$ cat config.mk
export PLATFORM = sky130hd
export DESIGN_NAME = rtc_cfg_sched_flat
export DESIGN_NICKNAME = d
export VERILOG_FILES = /design/src/rtl/rtc_cfg_sched_pkg.sv /design/src/rtl/rtc_cfg_sched_if.sv /design/src/rtl/rtc_adj_window.sv /design/src/rtl/rtc_cfg_sched.sv /design/src/flat_wrapper.sv
export SDC_FILE = /design/constraint.sdc
export NUM_CORES = 1
export LEC_CHECK = 0
export ABC_AREA = 0
export BUFFER_PORTS_ARGS = -buffer_cell sky130_fd_sc_hd__buf_2
export CORE_AREA = 4 4 204 206
export DETAILED_ROUTE_END_ITERATION = 12
export DIE_AREA = 0 0 208 210
export MAX_ROUTING_LAYER = met4
export PLACE_DENSITY = 0.55
export SKIP_CTS_REPAIR_TIMING = 1
export SLEW_MARGIN = 20
export SYNTH_ARGS = -nofsm -noshare
export SYNTH_HDL_FRONTEND = slang
export SYNTH_HIERARCHICAL = 1
export SYNTH_SLANG_ARGS = --single-unit
$ cat constraint.sdc
create_clock -name clk -period 6 [get_ports clk]
set_input_delay 0.3 -clock clk [delete_from_list [all_inputs] [get_ports clk]]
set_output_delay 0.3 -clock clk [all_outputs]
set_load 0.01 [all_outputs]
$ cat src/rtl/rtc_cfg_sched_pkg.sv
// Shared encodings and default widths for the rtc_timer configuration scheduler.
// Op codes, FSM states and the eligibility rule live here so every file agrees on them.
package rtc_ctrl_pkg;

    localparam int PER_W = 40;
    localparam int NS_W  = 38;
    localparam int SEC_W = 48;
    localparam int CNT_W = 32;

    typedef enum logic [1:0] {
        OP_PERIOD = 2'd0,
        OP_TIME   = 2'd1,
        OP_ADJ    = 2'd2,
        OP_ILL    = 2'd3
    } op_e;

    typedef enum logic {
        IDLE  = 1'b0,
        ISSUE = 1'b1
    } state_e;

    // TIME/ADJ must not disturb a running adjust; TIME may cancel it when abort is enabled.
    function automatic logic op_eligible(input op_e op, input logic busy, input logic abort_en);
        case (op)
            OP_TIME: return !busy || abort_en;
            OP_ADJ:  return !busy;
            default: return 1'b1;
        endcase
    endfunction

endpackage

$ cat src/rtl/rtc_cfg_sched_if.sv
// Command channel from one requester (host or servo) into the scheduler.
// valid/op/payload driven by the requester, ready returned by the scheduler.
interface rtc_cmd_if #(
    parameter int PER_W = rtc_ctrl_pkg::PER_W,
    parameter int NS_W  = rtc_ctrl_pkg::NS_W,
    parameter int SEC_W = rtc_ctrl_pkg::SEC_W,
    parameter int CNT_W = rtc_ctrl_pkg::CNT_W
);
    logic             valid;
    logic             ready;
    logic [1:0]       op;
    logic [PER_W-1:0] per;
    logic [CNT_W-1:0] cnt;
    logic [NS_W-1:0]  ns;
    logic [SEC_W-1:0] sec;

    modport master (output valid, op, per, cnt, ns, sec, input ready);
    modport slave  (input valid, op, per, cnt, ns, sec, output ready);
endinterface

$ cat src/rtl/rtc_adj_window.sv
// Fine-adjust window tracker: loads a cycle count, then counts down to 0 and stops there.
// busy is high while the count is nonzero; a load of 0 cancels any window in progress.
module rtc_adj_window #(
    parameter int CNT_W = rtc_ctrl_pkg::CNT_W
) (
    input  logic             clk,
    input  logic             rst,
    input  logic             load,
    input  logic [CNT_W-1:0] cnt_in,
    output logic             busy
);
    logic [CNT_W-1:0] cnt_q;

    always_ff @(posedge clk or posedge rst) begin
        if (rst) begin
            cnt_q <= '0;
        end else if (load) begin
            cnt_q <= cnt_in;
        end else if (cnt_q != '0) begin
            cnt_q <= cnt_q - 1'b1;
        end
    end

    assign busy = (cnt_q != '0);

endmodule

$ cat src/rtl/rtc_cfg_sched.sv
// Arbitrates host/servo commands into single-cycle rtc_timer load pulses (accept N -> pulse N+1).
// Optional RTC_ADJ_ABORT_EN: TIME may cancel an active adjust window instead of waiting for it.
module rtc_cfg_sched
    import rtc_ctrl_pkg::*;
#(
    parameter int PER_W = rtc_ctrl_pkg::PER_W,
    parameter int NS_W  = rtc_ctrl_pkg::NS_W,
    parameter int SEC_W = rtc_ctrl_pkg::SEC_W,
    parameter int CNT_W = rtc_ctrl_pkg::CNT_W
) (
    input  logic             clk,
    input  logic             rst,
    rtc_cmd_if.slave         h,
    rtc_cmd_if.slave         s,
    output logic             period_ld,
    output logic [PER_W-1:0] period_in,
    output logic             time_ld,
    output logic [NS_W-1:0]  time_reg_ns_in,
    output logic [SEC_W-1:0] time_reg_sec_in,
    output logic             adj_ld,
    output logic [CNT_W-1:0] adj_ld_data,
    output logic [PER_W-1:0] period_adj,
    output logic             adj_busy,
    output logic             cmd_done,
    output logic             cmd_src,
    output logic             cmd_err
);
`ifdef RTC_ADJ_ABORT_EN
    localparam logic ABORT_EN = 1'b1;
`else
    localparam logic ABORT_EN = 1'b0;
`endif

    state_e           state;
    logic             prio;      // 0: host wins a tie, 1: servo wins a tie
    logic             h_req, s_req, grant_h, grant_s, accept, abort;
    op_e              sel_op;
    logic [PER_W-1:0] sel_per;
    logic [CNT_W-1:0] sel_cnt;
    logic [NS_W-1:0]  sel_ns;
    logic [SEC_W-1:0] sel_sec;
    logic             win_load;
    logic [CNT_W-1:0] win_cnt;

    always_comb begin
        h_req   = h.valid && op_eligible(op_e'(h.op), adj_busy, ABORT_EN);
        s_req   = s.valid && op_eligible(op_e'(s.op), adj_busy, ABORT_EN);
        grant_h = (state == IDLE) && h_req && (!s_req || !prio);
        grant_s = (state == IDLE) && s_req && !grant_h;
        accept  = grant_h || grant_s;

        sel_op  = grant_s ? op_e'(s.op) : op_e'(h.op);
        sel_per = grant_s ? s.per : h.per;
        sel_cnt = grant_s ? s.cnt : h.cnt;
        sel_ns  = grant_s ? s.ns  : h.ns;
        sel_sec = grant_s ? s.sec : h.sec;

        abort    = ABORT_EN && (sel_op == OP_TIME) && adj_busy;
        win_load = accept && ((sel_op == OP_ADJ) || abort);
        win_cnt  = (sel_op == OP_ADJ) ? sel_cnt : '0;
    end

    assign h.ready = grant_h;
    assign s.ready = grant_s;

    // The counter loads on the accept edge, so the ISSUE cycle already reports busy.
    rtc_adj_window #(.CNT_W(CNT_W)) u_adj_window (
        .clk    (clk),
        .rst    (rst),
        .load   (win_load),
        .cnt_in (win_cnt),
        .busy   (adj_busy)
    );

    always_ff @(posedge clk or posedge rst) begin
        if (rst) begin
            state           <= IDLE;
            prio            <= 1'b0;
            period_ld       <= 1'b0;
            period_in       <= '0;
            time_ld         <= 1'b0;
            time_reg_ns_in  <= '0;
            time_reg_sec_in <= '0;
            adj_ld          <= 1'b0;
            adj_ld_data     <= '0;
            period_adj      <= '0;
            cmd_done        <= 1'b0;
            cmd_src         <= 1'b0;
            cmd_err         <= 1'b0;
        end else begin
            period_ld <= 1'b0;
            time_ld   <= 1'b0;
            adj_ld    <= 1'b0;
            cmd_done  <= 1'b0;
            cmd_err   <= 1'b0;
            case (state)
                IDLE: begin
                    if (accept) begin
                        state   <= ISSUE;
                        prio    <= grant_h;
                        cmd_src <= grant_s;
                        case (sel_op)
                            OP_PERIOD: begin
                                period_ld <= 1'b1;
                                period_in <= sel_per;
                                cmd_done  <= 1'b1;
                            end
                            OP_TIME: begin
                                time_ld         <= 1'b1;
                                time_reg_ns_in  <= sel_ns;
                                time_reg_sec_in <= sel_sec;
                                cmd_done        <= 1'b1;
                                if (abort) begin
                                    adj_ld      <= 1'b1;
                                    adj_ld_data <= '0;
                                    period_adj  <= '0;
                                end
                            end
                            OP_ADJ: begin
                                adj_ld      <= 1'b1;
                                adj_ld_data <= sel_cnt;
                                period_adj  <= sel_per;
                                cmd_done    <= 1'b1;
                            end
                            default: cmd_err <= 1'b1;
                        endcase
                    end
                end
                ISSUE: state <= IDLE;
                default: state <= IDLE;
            endcase
        end
    end

endmodule
$ cat src/flat_wrapper.sv
// flat-port wrapper written by rule: the top's interface ports become plain ports
module rtc_cfg_sched_flat import rtc_ctrl_pkg::*;
#(
    parameter int PER_W = rtc_ctrl_pkg::PER_W,
    parameter int NS_W  = rtc_ctrl_pkg::NS_W,
    parameter int SEC_W = rtc_ctrl_pkg::SEC_W,
    parameter int CNT_W = rtc_ctrl_pkg::CNT_W
)
  (clk, rst, period_ld, period_in, time_ld, time_reg_ns_in, time_reg_sec_in, adj_ld, adj_ld_data, period_adj, adj_busy, cmd_done, cmd_src, cmd_err, h_valid, h_op, h_per, h_cnt, h_ns, h_sec, h_ready, s_valid, s_op, s_per, s_cnt, s_ns, s_sec, s_ready);
  rtc_cmd_if #(.PER_W(PER_W), .NS_W(NS_W), .SEC_W(SEC_W), .CNT_W(CNT_W)) h_i ();
  rtc_cmd_if #(.PER_W(PER_W), .NS_W(NS_W), .SEC_W(SEC_W), .CNT_W(CNT_W)) s_i ();
  input  logic clk;
  input  logic rst;
  output logic period_ld;
  output logic [PER_W-1:0] period_in;
  output logic time_ld;
  output logic [NS_W-1:0] time_reg_ns_in;
  output logic [SEC_W-1:0] time_reg_sec_in;
  output logic adj_ld;
  output logic [CNT_W-1:0] adj_ld_data;
  output logic [PER_W-1:0] period_adj;
  output logic adj_busy;
  output logic cmd_done;
  output logic cmd_src;
  output logic cmd_err;
  input wire logic [$bits(h_i.valid)-1:0] h_valid;
  input wire logic [$bits(h_i.op)-1:0] h_op;
  input wire logic [$bits(h_i.per)-1:0] h_per;
  input wire logic [$bits(h_i.cnt)-1:0] h_cnt;
  input wire logic [$bits(h_i.ns)-1:0] h_ns;
  input wire logic [$bits(h_i.sec)-1:0] h_sec;
  output wire logic [$bits(h_i.ready)-1:0] h_ready;
  input wire logic [$bits(s_i.valid)-1:0] s_valid;
  input wire logic [$bits(s_i.op)-1:0] s_op;
  input wire logic [$bits(s_i.per)-1:0] s_per;
  input wire logic [$bits(s_i.cnt)-1:0] s_cnt;
  input wire logic [$bits(s_i.ns)-1:0] s_ns;
  input wire logic [$bits(s_i.sec)-1:0] s_sec;
  output wire logic [$bits(s_i.ready)-1:0] s_ready;
  assign h_i.valid = h_valid;
  assign h_i.op = h_op;
  assign h_i.per = h_per;
  assign h_i.cnt = h_cnt;
  assign h_i.ns = h_ns;
  assign h_i.sec = h_sec;
  assign h_ready = h_i.ready;
  assign s_i.valid = s_valid;
  assign s_i.op = s_op;
  assign s_i.per = s_per;
  assign s_i.cnt = s_cnt;
  assign s_i.ns = s_ns;
  assign s_i.sec = s_sec;
  assign s_ready = s_i.ready;
  rtc_cfg_sched #(.PER_W(PER_W), .NS_W(NS_W), .SEC_W(SEC_W), .CNT_W(CNT_W)) u_core (.clk(clk), .rst(rst), .h(h_i), .s(s_i), .period_ld(period_ld), .period_in(period_in), .time_ld(time_ld), .time_reg_ns_in(time_reg_ns_in), .time_reg_sec_in(time_reg_sec_in), .adj_ld(adj_ld), .adj_ld_data(adj_ld_data), .period_adj(period_adj), .adj_busy(adj_busy), .cmd_done(cmd_done), .cmd_src(cmd_src), .cmd_err(cmd_err));
endmodule
* Yosys cells after proc, flatten, opt, wreduce, memory -nomap -nowiden *
Cells that the tools add are included.

word-level totals
  register bits = 238

cells by class
  add/subtract/negate cells = 1
  eq/ne operators = 6
  muxes and demuxes = 27
  bitwise logic cells = 1
  reductions and logical operators = 23

operators by type and width
  cell                   number
  $mux 32                4
  $mux 48                1
  $mux 40                1
  $mux 38                1
  $reduce_bool 32->1     1
  $sub 32x1->32 const B  1
  $mux 1                 18
  $reduce_and 3->1       3
  $logic_and 1x1->1      7
  $eq 2x1->1 const B     3
  $eq 2x2->1 const B     3
  $logic_not 1->1        4
  $reduce_or 2->1        2
  $reduce_or 3->1        1
  $logic_not 2->1        1
  $logic_or 1x1->1       2
  $mux 2                 1
  $pmux 1 s2             1
  $reduce_and 2->1       1
  $reduce_bool 2->1      1
  $not 1->1              1

* Depth between registers and ports, before layout *
  depth after elaboration = 15
  gate-level depth with buffers = 17

* Modules after synthesis *
The synthesis kept the hierarchy.

by module, submodules not included
  module          times used  cells each  area an instance (µm²)
  rtc_cfg_sched   1           871         9945.8
  rtc_adj_window  1           200         1949.4

* Least setup slack after synthesis *
Ideal clock, no wire load.

  path type = register to register
  start = register u_core.u_adj_window.cnt_q[0]
  end = register u_core.u_adj_window.cnt_q[19]
  setup time = 0.065 ns
  data arrival time = 3.992 ns
  slack = 1.943 ns
  stages on the path, launching flop included = 16
  period minus slack after synthesis = 4.057 ns
  path through = dfrtp_1 > inv_1 > ha_1 > nor3b_1 > nand4_1 > nor4_4 > buf_6 > inv_1 > clkbuf_1 > a211oi_2 > nand3_1 > nand2_1 > buf_1 > clkbuf_1 > clkbuf_1 > o211a_1

between the ends
  cells in the longest elaborated chain, start to end = 13
  elaborated cells between the ends (all ways) = 23

ends and longest elaborated chain
  what                                          line                                              source
  start, declared                               rtc_adj_window.sv:12                              logic [CNT_W-1:0] cnt_q;
  start signal, assigned                        rtc_adj_window.sv:18                              cnt_q <= cnt_in;
  start signal, assigned                        rtc_adj_window.sv:20                              cnt_q <= cnt_q - 1'b1;
  $reduce_bool 32->1 (*)                        rtc_adj_window.sv:24                              assign busy = (cnt_q != '0);
  net adj_busy                                  flat_wrapper.sv:22                                output logic adj_busy;
  $logic_not 1->1 (*)                           rtc_cfg_sched_pkg.sv:25, rtc_cfg_sched_pkg.sv:26
  $mux 1                                        -
  $logic_and 1x1->1                             rtc_cfg_sched.sv:47                               s_req = s.valid && op_eligible(op_e'(s.op), adj_busy, ABORT_EN);
  $logic_not 1->1                               rtc_cfg_sched.sv:48                               grant_h = (state == IDLE) && h_req && (!s_req || !prio);
  $logic_or 1x1->1                              rtc_cfg_sched.sv:48
  $logic_and 1x1->1                             rtc_cfg_sched.sv:48
  $logic_not 1->1                               rtc_cfg_sched.sv:49                               grant_s = (state == IDLE) && s_req && !grant_h;
  $logic_and 1x1->1                             rtc_cfg_sched.sv:49
  $mux 2                                        rtc_cfg_sched.sv:52                               sel_op = grant_s ? op_e'(s.op) : op_e'(h.op);
  $eq 2x2->1                                    rtc_cfg_sched.sv:59                               win_load = accept && ((sel_op == OP_ADJ) || abort);
  $logic_and 1x1->1 (*)                         rtc_cfg_sched.sv:59
  net u_core.win_load                           rtc_cfg_sched.sv:42                               logic win_load;
  $mux 32 or $reduce_bool 2->1 (tied branches)  -

The timed path passes the listed nets; every way through them passes the cells marked *. The select of a mux whose other input is x is not followed.
A chain may end at the register's enable or synchronous reset.

* Worst setup path after layout *
  start = register u_core.u_adj_window.cnt_q[0]
  end = output port s_ready

between the ends
  cells in the longest elaborated chain, start to end = 9
  elaborated cells between the ends (all ways) = 13

ends and longest elaborated chain
  what                    line                                              source
  $reduce_bool 32->1 (*)  rtc_adj_window.sv:24
  $logic_not 1->1 (*)     rtc_cfg_sched_pkg.sv:25, rtc_cfg_sched_pkg.sv:26
  $mux 1                  -
  $logic_and 1x1->1       rtc_cfg_sched.sv:47
  $logic_not 1->1         rtc_cfg_sched.sv:48
  $logic_or 1x1->1        rtc_cfg_sched.sv:48
  $logic_and 1x1->1       rtc_cfg_sched.sv:48
  $logic_not 1->1         rtc_cfg_sched.sv:49
  $logic_and 1x1->1 (*)   rtc_cfg_sched.sv:49
  end, declared           flat_wrapper.sv:39                                output wire logic [$bits(s_i.ready)-1:0] s_ready;

Every way passes the cells marked *; elsewhere a longest branch is shown, timed or not.

==> reports/qor.txt <==
outcome = completed
Final setup viols = 0
die width = 208 um
slew at the pin closest to its max-slew limit = 976 ps
worst r2r src = u_core/u_adj_window/cnt_q[0]
largest net degree at the start of global routing = 95
area growth from synthesis to layout = 34.6%
met3 routed WL = 2440 um
PortBufs = 530
Die H = 210 um
Root Buffer = clkbuf_16
top-area cell type share of the netlist area = 0.501
Top Metal Used = met4
final std cells w/o fill = 2129
Mean Syn Cell Area = 11.1 um^2
sequential-to-total area share from yosys stat = 0.501
overall power = 6.58 mW
I/O pins = 531
DP Wirelength = 30400 um
first-pass GRT wire length = 62500 um
final hold slack = 22.1 ps
Final TNS setup = 0 ps
Max clock buf depth = 3
Iteration-0 DRC Markers = 386
routed wl met2 = 20500 um
total gr overflow = 0
Reg clk slew, reported paths = 60 ps
min-delay worst type = in2reg
Mapped Nets = 1396
synth top area cells = dfrtp_1 (50%), mux2_2 (16%), mux2i_1 (7.2%), nor3_1 (3.5%), a21oi_1 (3.2%)
First-pass DRT Iterations = 5
final instance area = 16000 um^2
cell taking the most area after synthesis = dfrtp_1
Final WS setup = 765 ps
r2r setup slk = 1160 ps
maximum fanout along the worst path = 68
number of synthesized register bits = 238
Hold Startpoint = s_cnt[16]
Area after DPL = 15000 um^2
Row Count = 73
Hold Vio Cnt, Final = 0
top-count cell post-synth = dfrtp_1
nets = 1901
CP arrival = 4930 ps
RSZ-0062 raised after global routing = false
clock skew = 10.2 ps
R2R cell count = 12
Routed Antenna Nets = 0
clock sinks = 238
Crit Path Class = reg2out
Max-slew headroom = 0.350
YS warnings = 6
P_leak = 7.89 nW
Core Area = 39600 um^2
Fmax achieved = 0.191 GHz
vias in the first global route = 10.7k
Syn Inst Count = 1071
hold depth = 3
Max VDD drop = 0.288 mV
Synth top cells by count = dfrtp_1 (238), mux2_2 (165), mux2i_1 (85)
final wirelength = 41200 um
max cap viols = 0
GRT Resource Usage Total = 0.184
Startpoint Class = flip-flop
EDFF count, synth = 0
Place WS = 1100 ps
Pins Over Slew Limit = 0
Final min period = 5230 ps
R2R Path End = u_core/period_in[36]
clock latency on the worst-skew pair = 560 ps
ratio of cells with drive above 1 in the final layout = 0.487
Num CTS Buffers = 28
vias per cell = 4.75
TritonCTS clock tree = built
post-synthesis cell type count = 57
Post-Syn Area = 11900 um^2
crit end category = output port
Req. time, crit path = 5700 ps
post-layout util = 0.404
htree depth = 1
Routability Congestion = 0.846
asr flop ratio synth = 1.00
die area = 43700 um^2
Hold Path Sink = u_core/adj_ld_data[16]
PwrDens = 411 nW/um^2
Post-Route M1 WL = 17200 um
top_reg_cell synth = dfrtp_1
DRC Markers = 0
placed insts = 2070
initial antenna violation count = 6
total vias in the final route = 10.1k
Starting Density = 0.300
wire length per cell = 19.4 um
Final Cycle Share = 0.872
[routing by layer]
metal / up-vias / track usage
met5: - / -
met4: 0 / 0.0482
met3: 59 / 0.0429
met2: 290 / 0.308
met1: 4969 / 0.226
li1: 4799 / -
[worst max-delay path, stage by stage (launching register included)]
cell and delay [ps]:
dfrtp_1 400, inv_1 90, ha_1 180, nor3b_1 630, nand4_1 170, buf_4 240
nor4_4 630, inv_1 360, a211o_1 460, o21ai_4 230, buf_12 360, inv_2 330
buf_2 250
[logic make-up after synthesis]
group | count (synthesis) | synth area share
DFF | 238 | 0.501
adders and majority gates | 1 | 0.00105
AOI/OAI and AO/OA | 151 | 0.0807
muxes | 259 | 0.236
xor gates and xnor gates | 27 | 0.0199
and+or+nand+nor | 272 | 0.113
buffers and inverters | 123 | 0.0484
[state kept, by name, indices dropped and copies added, names as in the netlist]
signal	flops
u_core/period_ld	1
u_core/u_adj_window/cnt_q	32
u_core/time_ld	1
u_core/state	1
u_core/cmd_done	1
u_core/period_adj	40
u_core/cmd_src	1
u_core/time_reg_sec_in	48
u_core/time_reg_ns_in	38
u_core/adj_ld_data	32
u_core/cmd_err	1
u_core/adj_ld	1
u_core/prio	1
u_core/period_in	40
[where the power goes]
group | internal [mW] | switching [mW]
logic | 1.02 | 1.14
clock network | 1.08 | 0.713
registers | 2.23 | 0.395
total | 4.33 | 2.25
[cells in the final DEF (no fill, tap or decap), drive strengths merged, types with 2 or more instances in the layout]
master  count
buf       547
dfrtp     238
mux2      174
mux2i      85
nor3       85
nand2      82
a21oi      76
inv        51
nor2       47
clkbuf     41
o22ai      32
xor2       18
nand2b     16
o21ai      13
o211a      12
nor4       11
xnor2       9
clkinv      7
diode       6
a21o        6
nor2b       5
or4         5
or3         4
bufinv      3
nand3       3
nand4b      3
o31ai       3
nor3b       2
a211oi      2
nand4       2
[final cells by class]
type / instances / area (um^2)
well taps: 525 / 657
fillers: 4044 / 23600
repair buffers: 548 / 2820
diodes: 6 / 15.0
multi-input cells: 710 / 5400
clock inverters: 11 / 151
clock buffers: 41 / 820
inverters: 50 / 195
flip-flops and latches: 238 / 5960
[how the worst max path moves through the flow]
stage	from	end	slack, ps	cells past startpoint
after floorplan	rst	u_core/adj_ld	80	1
after global placement	u_core/u_adj_window/cnt_q[0]	u_core/u_adj_window/cnt_q[24]	1260	13
after detailed placement	u_core/u_adj_window/cnt_q[0]	u_core/u_adj_window/cnt_q[23]	1100	13
after CTS	u_core/u_adj_window/cnt_q[0]	s_ready	670	12
after global routing	u_core/u_adj_window/cnt_q[0]	s_ready	310	12
final	u_core/u_adj_window/cnt_q[0]	s_ready	770	12
(Power assumes the default switching activity.)
